## config.mk

```make
export PLATFORM = sky130hd
export DESIGN_NAME = fp_operand_loader
export DESIGN_NICKNAME = d
export VERILOG_FILES = /design/src/rtl/fp_operand_loader.sv
export SDC_FILE = /design/constraint.sdc
export NUM_CORES = 1
export LEC_CHECK = 0
export CORE_MARGIN = 3
export CORE_UTILIZATION = 55
export CTS_CLUSTER_SIZE = 20
export DETAILED_ROUTE_END_ITERATION = 10
export PLACE_DENSITY = 0.9
export SLEW_MARGIN = 20
export SYNTH_ARGS = -nofsm -noshare
export SYNTH_HDL_FRONTEND = slang
export SYNTH_SLANG_ARGS = --single-unit
```

## constraint.sdc

```tcl
create_clock -name clk -period 3.65 [get_ports clk]
set_clock_uncertainty 0.05 [all_clocks]
set_input_delay 0.73 -clock clk [delete_from_list [all_inputs] [get_ports clk]]
set_output_delay 0.73 -clock clk [all_outputs]
set_load 0.005 [all_outputs]
```

## src/rtl/fp_operand_loader.sv

```systemverilog
// Front end for a floating-point adder demo. It collects two operands from slide switches through
// debounced load/clear push-buttons, then signals when both operands are ready.
module fp_operand_loader #(
  parameter int DB_CNT_W = 20
) (
  input  logic       clk,
  input  logic       reset,
  input  logic       btn_load,
  input  logic       btn_clr,
  input  logic [7:0] sw,
  output logic       sign1,
  output logic       sign2,
  output logic [3:0] exp1,
  output logic [3:0] exp2,
  output logic [7:0] frac1,
  output logic [7:0] frac2,
  output logic       valid,
  output logic       start,
  output logic [2:0] phase
);

  typedef enum logic [2:0] {
    A_EXP  = 3'd0,
    A_FRAC = 3'd1,
    B_EXP  = 3'd2,
    B_FRAC = 3'd3,
    DONE   = 3'd4
  } state_e;

  localparam logic [DB_CNT_W-1:0] CNT_MAX = {DB_CNT_W{1'b1}};
  localparam logic [DB_CNT_W-1:0] CNT_ONE = {{(DB_CNT_W-1){1'b0}}, 1'b1};

  // Bit 0 carries the load button, bit 1 the clear button.
  logic [1:0]          sync1_q, sync1_d;
  logic [1:0]          sync2_q, sync2_d;
  logic [1:0]          db_lvl_q, db_lvl_d;
  logic [DB_CNT_W-1:0] db_cnt_q [2];
  logic [DB_CNT_W-1:0] db_cnt_d [2];
  logic [1:0]          tick_q, tick_d;

  state_e     state_q, state_d;
  logic       sign1_q, sign1_d, sign2_q, sign2_d;
  logic [3:0] exp1_q, exp1_d, exp2_q, exp2_d;
  logic [7:0] frac1_q, frac1_d, frac2_q, frac2_d;
  logic       valid_q, valid_d;
  logic       start_q, start_d;

  always_comb begin
    sync1_d  = {btn_clr, btn_load};
    sync2_d  = sync1_q;
    db_lvl_d = db_lvl_q;
    for (int i = 0; i < 2; i++) begin
      db_cnt_d[i] = '0;
      if (sync2_q[i] != db_lvl_q[i]) begin
        // The level only flips after a full run of differing samples; the counter then restarts.
        if (db_cnt_q[i] == CNT_MAX) begin
          db_lvl_d[i] = sync2_q[i];
        end else begin
          db_cnt_d[i] = db_cnt_q[i] + CNT_ONE;
        end
      end
    end
    tick_d = db_lvl_d & ~db_lvl_q;
  end

  always_comb begin
    state_d = state_q;
    sign1_d = sign1_q;
    sign2_d = sign2_q;
    exp1_d  = exp1_q;
    exp2_d  = exp2_q;
    frac1_d = frac1_q;
    frac2_d = frac2_q;
    if (tick_q[1]) begin
      state_d = A_EXP;
    end else if (tick_q[0]) begin
      unique case (state_q)
        A_EXP: begin
          sign1_d = sw[7];
          exp1_d  = sw[3:0];
          state_d = A_FRAC;
        end
        A_FRAC: begin
          frac1_d = {1'b1, sw[6:0]};
          state_d = B_EXP;
        end
        B_EXP: begin
          sign2_d = sw[7];
          exp2_d  = sw[3:0];
          state_d = B_FRAC;
        end
        B_FRAC: begin
          frac2_d = {1'b1, sw[6:0]};
          state_d = DONE;
        end
        DONE:    state_d = A_EXP;
        default: state_d = A_EXP;
      endcase
    end
    // valid and start are decoded from the next state so they line up with the state register.
    valid_d = (state_d == DONE);
    start_d = (state_d == DONE) && (state_q != DONE);
  end

  always_ff @(posedge clk or negedge reset) begin
    if (!reset) begin
      sync1_q  <= '0;
      sync2_q  <= '0;
      db_lvl_q <= '0;
      for (int i = 0; i < 2; i++) begin
        db_cnt_q[i] <= '0;
      end
      tick_q   <= '0;
      state_q  <= A_EXP;
      sign1_q  <= 1'b0;
      sign2_q  <= 1'b0;
      exp1_q   <= 4'h0;
      exp2_q   <= 4'h0;
      frac1_q  <= 8'h00;
      frac2_q  <= 8'h00;
      valid_q  <= 1'b0;
      start_q  <= 1'b0;
    end else begin
      sync1_q  <= sync1_d;
      sync2_q  <= sync2_d;
      db_lvl_q <= db_lvl_d;
      for (int i = 0; i < 2; i++) begin
        db_cnt_q[i] <= db_cnt_d[i];
      end
      tick_q   <= tick_d;
      state_q  <= state_d;
      sign1_q  <= sign1_d;
      sign2_q  <= sign2_d;
      exp1_q   <= exp1_d;
      exp2_q   <= exp2_d;
      frac1_q  <= frac1_d;
      frac2_q  <= frac2_d;
      valid_q  <= valid_d;
      start_q  <= start_d;
    end
  end

  assign sign1 = sign1_q;
  assign sign2 = sign2_q;
  assign exp1  = exp1_q;
  assign exp2  = exp2_q;
  assign frac1 = frac1_q;
  assign frac2 = frac2_q;
  assign valid = valid_q;
  assign start = start_q;
  assign phase = state_q;

endmodule

```

## After elaboration in Yosys (flattened, before gate mapping)

Index checks and enable logic that the tools add are counted.

| cells by class | value |
|---|---|
| $add $sub $neg | 2 |
| multiply operators | 0 |
| divide/modulo/power cells | 0 |
| magnitude comparators | 0 |
| eq/ne operators | 9 |
| shift-type cells | 0 |
| mux-type cells | 11 |
| bitwise gates (word level) | 3 |
| reductions and logical operators | 6 |

Operators with widths:

| kind | number |
|---|---|
| 20-bit two-way mux | 4 |
| 20-bit by 1-bit adder with 20-bit output (second input constant) | 2 |
| 20-bit == test (second input constant) | 2 |
| 3-bit case mux with 4 select lines | 1 |
| 3-bit AND reduction | 4 |
| 3-bit by 2-bit == test with 1-bit output (second input constant) | 2 |
| 3-bit two-way mux | 2 |
| 1-bit two-way mux | 4 |
| 3-bit by 1-bit == test with 1-bit output (second input constant) | 1 |
| 3-bit == test (second input constant) | 1 |
| 3-bit zero test | 1 |
| 3-bit != test (second input constant) | 1 |
| 2-bit AND | 1 |
| 1-bit != test | 2 |
| 2-bit inverter | 1 |
| 1-bit logical AND | 1 |
| 1-bit inverter | 1 |

| storage, ports and cells | value |
|---|---|
| register bits | 79 |
| bits in latches | 0 |
| memory bits (writable) | 0 |
| ROM bits | 0 |
| input bits | 12 |
| output and inout port bits | 31 |
| logic and storage cells | 46 |
| memories kept | 0 |

## Logic depth before layout (Yosys ltp)

| depth | value |
|---|---|
| depth in word-level cells | 6 |
| mapped depth | 7 |

## Worst setup path before layout

No wires, ideal clock.

| timing | value |
|---|---|
| path kind | flip-flop to flip-flop |
| from | register db_cnt_q[0] in the netlist's numbering |
| to | register db_lvl_q[1] |
| data arrival time | 1,801 ps |
| required time | 3,475 ps |
| slack | 1,674 ps |
| cell stages (with the launch flop) | 7 |
| buffers on the path | 1 |
| clock period less this slack | 1,976 ps |
| cells stage by stage | dfrtp_1 > ha_1 > nand3_1 > or4_1 > buf_2 > nor2_1 > mux2_2 |

| between the ends | value |
|---|---|
| word-level cells in the longest chain between the ends | 3 |

Ends and longest elaborated chain:

| item | line | source |
|---|---|---|
| start, declared | 37 | `logic [DB_CNT_W-1:0] db_cnt_q [2];` |
| start signal, assigned by index | 128 | `db_cnt_q[i] <= db_cnt_d[i];` |
| 20-bit == test | 56 | `if (db_cnt_q[i] == CNT_MAX) begin` |
| 1-bit two-way mux | 56 |  |
| 1-bit two-way mux | 54 | `if (sync2_q[i] != db_lvl_q[i]) begin` |
| net db_lvl_d[1] | 36 | `logic [1:0] db_lvl_q, db_lvl_d;` |
| end signal, assigned | 126 | `db_lvl_q <= db_lvl_d;` |
| end, declared | 36 |  |

The timed path passes the listed nets, and every way through them passes these cells.
A chain may end at the register's enable or synchronous reset.

==> parameters.txt <==
Parameter                              Value

Route
  Detailed Routing Iterations Pass 1    4
  Via-per-instance ratio    5.763
  Count of antenna-violating nets left after detailed routing    0
  Total Wirelength    6.655 mm
  Number of DRC violations after detailed-routing iteration 0    169
  DRC violations left    0
  Average detailed-routed wire length per instance    15.44 µm
  Total vias in the final route    2484

Global routing
  GRT Util Overall    19.66%
  Global-route wire length before repair    11.37 mm
  Overflow left after global routing    0
  Vias in the first global route    2428
  Number of antenna violations at the first check in global routing    0
  Pin count of the biggest net entering global routing    80

Hold path
  Min-delay worst type    reg2reg
  Worst hold stages    0

Logic synthesis
  Main area contributors after synthesis    dfrtp_1 57%, mux2_2 8.8%, xnor2_1 5.1%, nor2_1 4.1%, nand3_1 2.3%
  Synthesized netlist cell count    302
  Synth Cell Area    3468 µm²
  Post-synthesis sequential area ratio    57.00%
  Cell type with the highest aggregate area in the netlist    dfrtp_1
  Distinct cell type count after synthesis    42
  Number of synthesis warnings    0
  Post-synth top area share    57.00%
  Number of synthesized flops with an enable pin    0
  Synth Flop Type    dfrtp_1
  Async S/R FF share, synth    100.0%
  Register bit total from synthesis    79
  Total nets after synthesis    316
  Mean cell area of the mapped netlist    11.48 µm²

Cells and area
  Proportion of layout cells with a drive suffix above 1    13.48%
  Number of cells in the finished layout apart from fillers    431
  Leading cell types in the layout, fill and taps excluded    79 x dfrtp_1, 41 x clkdlybuf4s50_1, 38 x nor2_1
  Number of nets in the final layout    365
  Most common cell after layout, fill and taps aside    dfrtp_1
  Final antenna diode count    0
  Signed area change from the synthesized netlist to the final layout    20.67%
  Finished Core Util    69.46%
  Layout Cell Area excl Fill    4185 µm²

Timing
  Worst-Margin Slew    0.9097 ns
  Ratio of final minimum period to clock period    62.50%
  RSZ-0062 raised after global routing    no
  Min Clock Period, post-route    2.281 ns
  Post-route setup slack    1.369 ns
  Endpoints failing hold    0
  Final number of max-transition violations    0
  Final TNS setup    0 ns
  Finish-stage setup viols    0
  Worst max-slew margin expressed relative to the limit    39.35%
  Fin Hold WS    0.3062 ns
  Timing-limited maximum frequency    0.4384 GHz

Clocking
  CTS tree    yes
  Root cell of the clock tree    clkbuf_8
  Clock edge transition at the registers on the reported setup and hold paths    0.08 ns
  CTS hold repair buffers    0
  H-tree levels    3
  Clock buffer depth    2
  Count of clock tree sinks    79
  Clock latency at the later pin of the worst-skew pair    0.35 ns
  Clock buffers created by TritonCTS    9
  Gates resized, CTS repair    0
  Number of buffers inserted to repair setup after CTS    0

Die
  DIE AREA    7295 µm²
  Site row count    28
  Width of the chip    85.41 µm
  Starting Density    57.56%
  Top-level port count    43
  Core ar.    6026 µm²
  Floorplan die height    85.41 µm

Setup path
  Maximum fanout along the worst path    17
  Crit end category    flip-flop
  Element type at the critical path start    flip-flop
  Crit path DAT    2.45 ns
  Cells on worst reg2reg path    5
  CP Data Required Time    3.82 ns
  Crit Path Class    reg2reg

Place
  Pre-CTS worst setup slack    1.149 ns
  Count of input and output buffers    42
  Cell Count Post-Placement    415
  Sum of net half-perimeters after detailed placement    4.419 mm
  Area after DPL    3955 µm²
  Global placement routability congestion    0.8663

Power
  P per Cell Area    405.2 nW/µm²
  Fraction of power consumed by sequential logic    53.4%
  IR drop worst, VDD    0.2707 mV
  Switching power of the nets    373.6 µW
  Combinational Power Share    4.8%
  Internal power contribution    1.322 mW
  Clock power share    41.9%
  Net Sw Frac    22.03%
  Static Leak    1.745 nW
  Total power    1.696 mW

Outcome
  Run status    completed

Flow run
  MaxCap Viol Count    0
==> final timing paths <==
kind | from | slack, ns | to
max | db_cnt_q[0] | 1.37 | db_cnt_q[3]
min in group asynchronous | reset | 0.47 | frac2[7]
max reg2reg | db_cnt_q[0] | 1.37 | db_cnt_q[3]
min reg2reg | sync1_q[0] | 0.31 | sync2_q[0]
max in group asynchronous | reset | 2.51 | db_cnt_q[17]
min | sync1_q[0] | 0.31 | sync2_q[0]
==> cell type report <==
cell class / instances / area [µm²]
multi-input combinational: 211 / 1445
tap: 75 / 93.84
clock buffer: 10 / 127.6
timing repair buffer: 42 / 417.9
inverter: 8 / 30.03
sequential: 79 / 1977
clock inverter: 6 / 93.84
fill: 405 / 1841
==> cell families after synthesis <==
| family | Yosys count | share of synthesized area [%] |
|---|---|---|
| AND/OR/NAND/NOR | 126 | 19.05 |
| flip-flops | 79 | 57.00 |
| XOR/XNOR | 29 | 7.323 |
| multiplexers | 28 | 9.055 |
| AO/OA/AOI/OAI | 26 | 5.268 |
| buffers and inverters | 12 | 1.587 |
| adder cells (fa/ha/maj) | 2 | 0.7214 |
==> flip-flops by register name, summed over array words and instances, names as in the netlist <==
name      flops
sign1         1
phase         3
exp1          4
start         1
valid         1
frac1         8
db_lvl_q      2
tick_q        2
sync2_q       2
sync1_q       2
sign2         1
exp2          4
frac2         8
db_cnt_q     40
==> cells in the mapped netlist (2+ instances only) <==
cell	number
dfrtp_1	79
nor2_1	38
mux2_2	27
xnor2_1	20
nand3_1	16
nand2_1	15
nor3_1	11
nand4_1	10
xor2_1	9
inv_1	8
a21oi_1	6
nor4_1	6
o21ai_0	6
or3_1	6
and3_1	5
or4_1	5
and4_1	3
nand2b_1	3
a41oi_1	2
buf_2	2
ha_1	2
nor2b_1	2
o31ai_1	2
==> power by group through the flow <==
stage	registers [mW]	logic, mW	clock network (mW)
global route	0.908	0.0905	0.757
global placement	0.920	0.0791	0
detailed placement	0.922	0.0819	0
finish	0.905	0.0808	0.710
CTS	0.905	0.0824	0.720
floorplan	0.921	0.0269	0
==> worst max-delay path, stage by stage, from the launching register on <==
cell,delay [ns]
dfrtp_1,0.41
ha_1,0.27
nand3_1,0.19
or4_1,0.65
o21ai_4,0.47
nor2_1,0.11
==> layer usage <==
metal | GRT usage (%) | wire, µm
met5 | 0 | 0
met4 | 8.633 | 115
met3 | 3.010 | 343
met2 | 30.37 | 3154
met1 | 27.76 | 3041
Note: power is estimated with default switching activity, not from simulation.
